File: src/rtl/stream_demux_collector_pkg.sv
// Shared fixed-point constants and the collector state encoding.
package stream_demux_collector_pkg;

    localparam int INT_LENGTH  = 5;
    localparam int FRAC_LENGTH = 12;
    localparam int NUM_OUT     = 4;

    function automatic int fx_width(input int int_len, input int frac_len);
        return int_len + frac_len;
    endfunction

    localparam int W = fx_width(INT_LENGTH, FRAC_LENGTH);

    typedef enum logic [1:0] {
        IDLE    = 2'd0,
        COLLECT = 2'd1,
        HOLD    = 2'd2
    } state_t;

endpackage

File: src/rtl/stream_demux_collector_if.sv
// Result stream in, parallel frame out, for the demux collector.
interface stream_demux_collector_if
    import stream_demux_collector_pkg::*;
#(
    parameter int WIDTH = W,
    parameter int SLOTS = NUM_OUT,
    parameter int CW    = $clog2(SLOTS)
);
    logic                   start;
    logic                   abort;
    logic                   in_valid;
    logic [WIDTH-1:0]       in_data;
    logic                   in_ready;
    logic [CW-1:0]          sel_idx;
    logic [SLOTS*WIDTH-1:0] out_data;
    logic                   out_valid;
    logic                   out_ack;
    logic                   busy;
    logic                   err;

    modport master (
        output start, abort, in_valid, in_data, out_ack,
        input  in_ready, sel_idx, out_data, out_valid, busy, err
    );

    modport slave (
        input  start, abort, in_valid, in_data, out_ack,
        output in_ready, sel_idx, out_data, out_valid, busy, err
    );
endinterface

File: src/rtl/stream_demux_collector_slot_bank.sv
// NUM_OUT x W result register bank with indexed write, flattened read-out.
module demux_slot_bank
    import stream_demux_collector_pkg::*;
#(
    parameter int WIDTH = W,
    parameter int SLOTS = NUM_OUT,
    parameter int CW    = $clog2(SLOTS)
) (
    input  logic                   clk,
    input  logic                   rst_n,
    input  logic                   wr_en,
    input  logic [CW-1:0]          wr_idx,
    input  logic [WIDTH-1:0]       wr_data,
    output logic [SLOTS*WIDTH-1:0] out_data
);
    logic [WIDTH-1:0] slots [SLOTS];

    always_ff @(posedge clk) begin
        if (!rst_n) begin
            for (int k = 0; k < SLOTS; k++) slots[k] <= '0;
        end else if (wr_en) begin
            slots[wr_idx] <= wr_data;
        end
    end

    for (genvar k = 0; k < SLOTS; k++) begin : g_flat
        assign out_data[k*WIDTH +: WIDTH] = slots[k];
    end
endmodule

File: src/rtl/stream_demux_collector.sv
// Steers serial datapath results into a slot bank and hands out whole frames.
// Optional overrun flag: define DEMUX_OVERRUN_ERR_EN.
module stream_demux_collector
    import stream_demux_collector_pkg::*;
#(
    parameter int INT_LEN  = INT_LENGTH,
    parameter int FRAC_LEN = FRAC_LENGTH,
    parameter int SLOTS    = NUM_OUT
) (
    input  logic                      clk,
    input  logic                      rst_n,
    stream_demux_collector_if.slave   bus
);
    localparam int WIDTH = fx_width(INT_LEN, FRAC_LEN);
    localparam int CW    = $clog2(SLOTS);
    localparam logic [CW-1:0] LAST = CW'(SLOTS - 1);

    state_t        state, state_nx;
    logic [CW-1:0] cnt, cnt_nx;
    logic          wr_en;

    always_ff @(posedge clk) begin
        if (!rst_n) begin
            state <= IDLE;
            cnt   <= '0;
        end else begin
            state <= state_nx;
            cnt   <= cnt_nx;
        end
    end

    always_comb begin
        state_nx = state;
        cnt_nx   = cnt;
        wr_en    = 1'b0;
        unique case (state)
            IDLE: begin
                if (bus.start) begin
                    state_nx = COLLECT;
                    cnt_nx   = '0;
                end
            end
            COLLECT: begin
                // abort outranks a coincident transfer
                if (bus.abort) begin
                    state_nx = IDLE;
                    cnt_nx   = '0;
                end else if (bus.in_valid) begin
                    wr_en = 1'b1;
                    if (cnt == LAST) begin
                        state_nx = HOLD;
                        cnt_nx   = '0;
                    end else begin
                        cnt_nx = cnt + CW'(1);
                    end
                end
            end
            HOLD: begin
                if (bus.abort) begin
                    state_nx = IDLE;
                    cnt_nx   = '0;
                end else if (bus.out_ack) begin
                    state_nx = bus.start ? COLLECT : IDLE;
                    cnt_nx   = '0;
                end
            end
            default: begin
                state_nx = IDLE;
                cnt_nx   = '0;
            end
        endcase
    end

    assign bus.in_ready  = (state == COLLECT);
    assign bus.out_valid = (state == HOLD);
    assign bus.busy      = (state != IDLE);
    assign bus.sel_idx   = cnt;

`ifdef DEMUX_OVERRUN_ERR_EN
    logic err_q;

    always_ff @(posedge clk) begin
        if (!rst_n) begin
            err_q <= 1'b0;
        end else if (bus.in_valid && state != COLLECT) begin
            err_q <= 1'b1;
        end
    end

    assign bus.err = err_q;
`else
    assign bus.err = 1'b0;
`endif

    demux_slot_bank #(
        .WIDTH(WIDTH),
        .SLOTS(SLOTS),
        .CW   (CW)
    ) u_bank (
        .clk     (clk),
        .rst_n   (rst_n),
        .wr_en   (wr_en),
        .wr_idx  (cnt),
        .wr_data (bus.in_data),
        .out_data(bus.out_data)
    );
endmodule

File: src/flat_wrapper.sv
// flat-port wrapper written by rule: the top's interface ports become plain ports
module stream_demux_collector_flat import stream_demux_collector_pkg::*;
#(
    parameter int INT_LEN  = INT_LENGTH,
    parameter int FRAC_LEN = FRAC_LENGTH,
    parameter int SLOTS    = NUM_OUT
)
  (clk, rst_n, bus_start, bus_abort, bus_in_valid, bus_in_data, bus_out_ack, bus_in_ready, bus_sel_idx, bus_out_data, bus_out_valid, bus_busy, bus_err);
  stream_demux_collector_if #(.WIDTH(W), .SLOTS(SLOTS)) bus_i ();
  input  logic clk;
  input  logic rst_n;
  input wire logic [$bits(bus_i.start)-1:0] bus_start;
  input wire logic [$bits(bus_i.abort)-1:0] bus_abort;
  input wire logic [$bits(bus_i.in_valid)-1:0] bus_in_valid;
  input wire logic [$bits(bus_i.in_data)-1:0] bus_in_data;
  input wire logic [$bits(bus_i.out_ack)-1:0] bus_out_ack;
  output wire logic [$bits(bus_i.in_ready)-1:0] bus_in_ready;
  output wire logic [$bits(bus_i.sel_idx)-1:0] bus_sel_idx;
  output wire logic [$bits(bus_i.out_data)-1:0] bus_out_data;
  output wire logic [$bits(bus_i.out_valid)-1:0] bus_out_valid;
  output wire logic [$bits(bus_i.busy)-1:0] bus_busy;
  output wire logic [$bits(bus_i.err)-1:0] bus_err;
  assign bus_i.start = bus_start;
  assign bus_i.abort = bus_abort;
  assign bus_i.in_valid = bus_in_valid;
  assign bus_i.in_data = bus_in_data;
  assign bus_i.out_ack = bus_out_ack;
  assign bus_in_ready = bus_i.in_ready;
  assign bus_sel_idx = bus_i.sel_idx;
  assign bus_out_data = bus_i.out_data;
  assign bus_out_valid = bus_i.out_valid;
  assign bus_busy = bus_i.busy;
  assign bus_err = bus_i.err;
  stream_demux_collector #(.INT_LEN(INT_LEN), .FRAC_LEN(FRAC_LEN), .SLOTS(SLOTS)) u_core (.clk(clk), .rst_n(rst_n), .bus(bus_i));
endmodule
File: config.mk
export PLATFORM = sky130hd
export DESIGN_NAME = stream_demux_collector_flat
export DESIGN_NICKNAME = d
export VERILOG_FILES = /design/src/rtl/stream_demux_collector_pkg.sv /design/src/rtl/stream_demux_collector_if.sv /design/src/rtl/stream_demux_collector_slot_bank.sv /design/src/rtl/stream_demux_collector.sv /design/src/flat_wrapper.sv
export SDC_FILE = /design/constraint.sdc
export NUM_CORES = 1
export LEC_CHECK = 0
export BUFFER_PORTS_ARGS = -buffer_cell sky130_fd_sc_hd__buf_2
export CAP_MARGIN = 10
export CORE_UTILIZATION = 50
export CTS_CLUSTER_SIZE = 12
export DETAILED_ROUTE_END_ITERATION = 16
export MAX_ROUTING_LAYER = met4
export PLACE_DENSITY = 0.85
export SYNTH_ARGS = -nofsm -noshare
export SYNTH_HDL_FRONTEND = slang
export SYNTH_SLANG_ARGS = --single-unit
File: constraint.sdc
create_clock -name clk -period 3.6 [get_ports clk]
set_input_delay 0.18 -clock clk [delete_from_list [all_inputs] [get_ports clk]]
set_output_delay 0.18 -clock clk [all_outputs]
set_load 0.05 [all_outputs]
==> results.md <==
| Step | Parameter | This run |
|---|---|---|
| global routing | Initial antenna violation count | 0 |
| clock network | Maximum level of the CTS H-tree | 3 |
| routing | Routed vias | 1768 |
| power and ir drop | Power share of the clock group | 33.1% |
| routing | First-pass DRT Iterations | 4 |
| synth | Dominant combinational cell family by area after synthesis | simple AND/OR/NAND/NOR gates |
| global routing | Number of global-route vias before repair | 1659 |
| power and ir drop | Leakage power figure | 0.00155 µW |
| sta | Worst hold slack after final layout | 0.157 ns |
| synth | Fraction of synthesized cell area in xor and xnor cells | 0% |
| power and ir drop | Net switching power of the design | 445 µW |
| layout | Layout cells sized above 1 | 40.7% |
| setup path | Startpoint class of the critical path | register |
| hold path | Worst min-delay path category | input port to register |
| global routing | Maximum number of pins on one net before global-route repair | 19 |
| power and ir drop | Net switching fraction of the power | 25.6% |
| layout | Highest-count cells in the layout ignoring fill and taps | sky130_fd_sc_hd__buf_2, sky130_fd_sc_hd__and2_1, sky130_fd_sc_hd__edfxtp_1 |
| routing | Avg Vias per Cell | 4.88 |
| power and ir drop | Combinational Power Share | 11.9% |
| setup path | Data arrival time at the worst-slack endpoint | 2.37 ns |
| clock network | Total setup buffers inserted after CTS | 0 |
| synth | Simple-gate share of the synthesized area | 21.6% |
| sta | Worst clock skew | 0.00557 ns |
| global routing | Wire length of the first global-routing pass | 8.19 mm |
| sta | Count of pins over their slew limit | 0 |
| routing | DRT antenna net count | 0 |
| routing | Average wire length per cell after detail routing | 14.8 µm |
| sta | Final period demand of the worst path | 2.41 ns |
| setup path | Crit Path Category | register to register |
| synth | Post-Synthesis Net Count | 209 |
| flow run | Number of max-cap violations | 0 |
| layout | Nets | 310 |
| setup path | Largest fanout on the critical path | 18 |
| clock network | Post-cts repair resize count | 0 |
| synth | Distinct cell type count of the synthesized netlist | 29 |
| synth | Combined area of all synthesized cells | 2870 µm² |
| global routing | Global-route total usage across every layer | 19.5% |
| sta | Least-Margin Pin Slew | 0.949 ns |
| placement | IO Port Bufs | 95 |
| routing | Violation count after the first detailed-routing iteration | 66 |
| placement | Placer Congestion | 0.846 |
| routing | Number of DRC violations after detailed routing | 0 |
| routing | Total detailed-routing wirelength | 5.36 mm |
| die | Area of the core region | 5510 µm² |
| power and ir drop | Power Internal | 1300 µW |
| sta | Slew headroom | 36.7% |
| power and ir drop | IR Drop Worst-Case VDD | 266 µV |
| die | Number of top-level pins | 97 |
| clock network | Number of clock sinks seen by CTS | 72 |
| die | Number of standard-cell rows in the floorplan | 27 |
| clock network | Max clock buf depth | 2 |
| sta | Share of the clock period used by the worst path after layout | 67.0% |
| sta | Hold Vio Cnt, Final | 0 |
| clock network | Clock-pin slew on the worst setup and hold paths | 0.07 ns |
| setup path | Endpoint type of the worst setup path | register |
| synth | Post-synthesis compound-gate area fraction | 1.61% |
| synth | Cell count after synthesis | 185 |
| layout | Layout Area Growth over Synthesis | 25.1% |
| power and ir drop | Overall power of the completed layout | 1740 µW |
| clock network | Number of buffers created by CTS | 9 |
| layout | Most common library cell in the layout ignoring fill and taps | sky130_fd_sc_hd__buf_2 |
| sta | Setup repair after global routing missed its margin | no |
| synth | Average instance area after synthesis | 15.5 µm² |
| power and ir drop | Share of power burned in registers | 55.0% |
| clock network | CTS Hold Bufs | 0 |
| sta | Fmax | 0.415 GHz |
| sta | Setup TNS after final layout | 0 ns |
| die | Overall die height | 77.8 µm |
| clock network | Clock latency of the later-clocked register in the worst-skew pair | 0.34 ns |
| synth | Fraction of the mapped netlist area in adder cells | 0.435% |
| synth | Count of yosys warnings during synthesis | 0 |
| synth | Seq/Total Area, Yosys | 73.8% |
| placement | Total half-perimeter wirelength after legalization and detailed placement | 3.82 mm |
| synth | Post-synthesis sequential element count | 72 |
| die | Initial standard-cell utilization of the core | 52.2% |
| sta | Number of failing setup endpoints in the final timing report | 0 |
| status | Status | finished, final reports clean |
| clock network | Library cell used as clock root buffer | sky130_fd_sc_hd__clkbuf_8 |
| die | Floorplan die width | 77.8 µm |
| global routing | Total grt overflow | 0 |
| layout | Ant. Diodes | 0 |
| die | Die footprint | 6060 µm² |
| synth | Proportion of synthesized area in mux cells | 0.740% |
| power and ir drop | Ratio of total power to cell area | 484 nW/µm² |
| clock network | CTS tree | built |
| setup path | Data required, critical path | 3.56 ns |
per-layer routing:
| layer | track usage [%] | routed length [µm] | vias up | share of wire, % |
|---|---|---|---|---|
| met5 | - | 0 | - | 0 |
| met3 | 3.06 | 263 | 13 | 4.9 |
| met2 | 32.7 | 2770 | 64 | 52 |
| met1 | 21.8 | 2190 | 844 | 41 |
| met4 | 12.6 | 145 | 0 | 2.7 |
| li1 | - | - | 847 | - |
worst paths after layout:
kind	from	endpoint	slack [ns]	depth (start not counted)
worst max-delay path	u_core.bus.sel_idx[0]	u_core.u_bank.slots[1][0]	1.19	3
worst min-delay path	bus_in_data[0]	u_core.u_bank.slots[2][0]	0.16	2
worst max register to register	u_core.bus.sel_idx[0]	u_core.u_bank.slots[1][0]	1.19	3
worst min register to register	u_core.state[1]	u_core.state[1]	0.59	2
synthesized netlist by cell type:
library cell | instances | share of area [%]
sky130_fd_sc_hd__and2_1 | 69 | 15
sky130_fd_sc_hd__edfxtp_1 | 68 | 71
sky130_fd_sc_hd__nand2b_1 | 5 | 1.1
sky130_fd_sc_hd__dfxtp_1 | 4 | 2.8
sky130_fd_sc_hd__inv_1 | 4 | 0.52
sky130_fd_sc_hd__clkbuf_1 | 3 | 0.39
sky130_fd_sc_hd__nor2_1 | 3 | 0.39
sky130_fd_sc_hd__a21oi_1 | 2 | 0.35
sky130_fd_sc_hd__buf_4 | 2 | 0.52
sky130_fd_sc_hd__nand2_1 | 2 | 0.26
sky130_fd_sc_hd__nor3_1 | 2 | 0.35
sky130_fd_sc_hd__nor4_4 | 2 | 1.5
sky130_fd_sc_hd__nor4b_1 | 2 | 0.61
sky130_fd_sc_hd__o21ai_0 | 2 | 0.35
sky130_fd_sc_hd__a21bo_2 | 1 | 0.35
sky130_fd_sc_hd__a221oi_1 | 1 | 0.30
sky130_fd_sc_hd__clkbuf_2 | 1 | 0.17
sky130_fd_sc_hd__conb_1 | 1 | 0.13
sky130_fd_sc_hd__ha_1 | 1 | 0.44
sky130_fd_sc_hd__mux2_2 | 1 | 0.39
sky130_fd_sc_hd__mux2i_1 | 1 | 0.35
sky130_fd_sc_hd__nand2b_2 | 1 | 0.30
sky130_fd_sc_hd__nand3_1 | 1 | 0.17
sky130_fd_sc_hd__nand3b_1 | 1 | 0.26
sky130_fd_sc_hd__nor4b_4 | 1 | 0.83
sky130_fd_sc_hd__o21a_1 | 1 | 0.26
sky130_fd_sc_hd__or2_2 | 1 | 0.22
sky130_fd_sc_hd__or3b_4 | 1 | 0.39
sky130_fd_sc_hd__or4_1 | 1 | 0.26
power groups by stage:
stage               Clock (µW)  Sequential [µW]  Combinational (µW)
CTS                        586              957                 209
global placement             0              974                 207
detailed placement           0              975                 209
floorplan                    0             1080                40.0
finish                     576              957                 207
global route               614              959                 217
flip-flops by register name, indices dropped and copies added, names as in the netlist:
| signal | count |
|---|---|
| u_core.state | 2 |
| u_core.u_bank.slots | 68 |
| u_core.bus.sel_idx | 2 |
cell type report:
type	count	area, µm²
Clock buffer	10	128
Fill cell	404	1910
Clock inverter	5	48.8
Inverter	4	15.0
Tap cell	72	90.1
Timing Repair Buffer	96	483
Multi-Input combinational cell	103	709
Sequential cell	72	2120
critical path, cell delays in order, from the launching register on:
cell                       delay (ns)
sky130_fd_sc_hd__dfxtp_1         0.53
sky130_fd_sc_hd__inv_1           0.12
sky130_fd_sc_hd__nor4_4          0.68
sky130_fd_sc_hd__nand2b_1        0.70
per-stage QoR:
step | worst slack, ns | instance area (µm²) | cells | utilization (%)
floorplan | 0.983 | 2870 | 185 | -
global placement | 1.29 | 3420 | 347 | 62.1
detailed placement | 1.17 | 3420 | 347 | 62.1
CTS | 1.16 | 3600 | 362 | 65.3
global route | 0.969 | 3600 | 362 | 65.3
finish | 1.19 | 3600 | 362 | 65.3
cells by family after synthesis:
family / Yosys count
DFF: 72
other: 1
buffers and inverters: 10
adders and majority gates: 1
AOI/OAI and AO/OA: 7
muxes: 2
and+or+nand+nor: 92
Power figures use the tool's default switching activity.
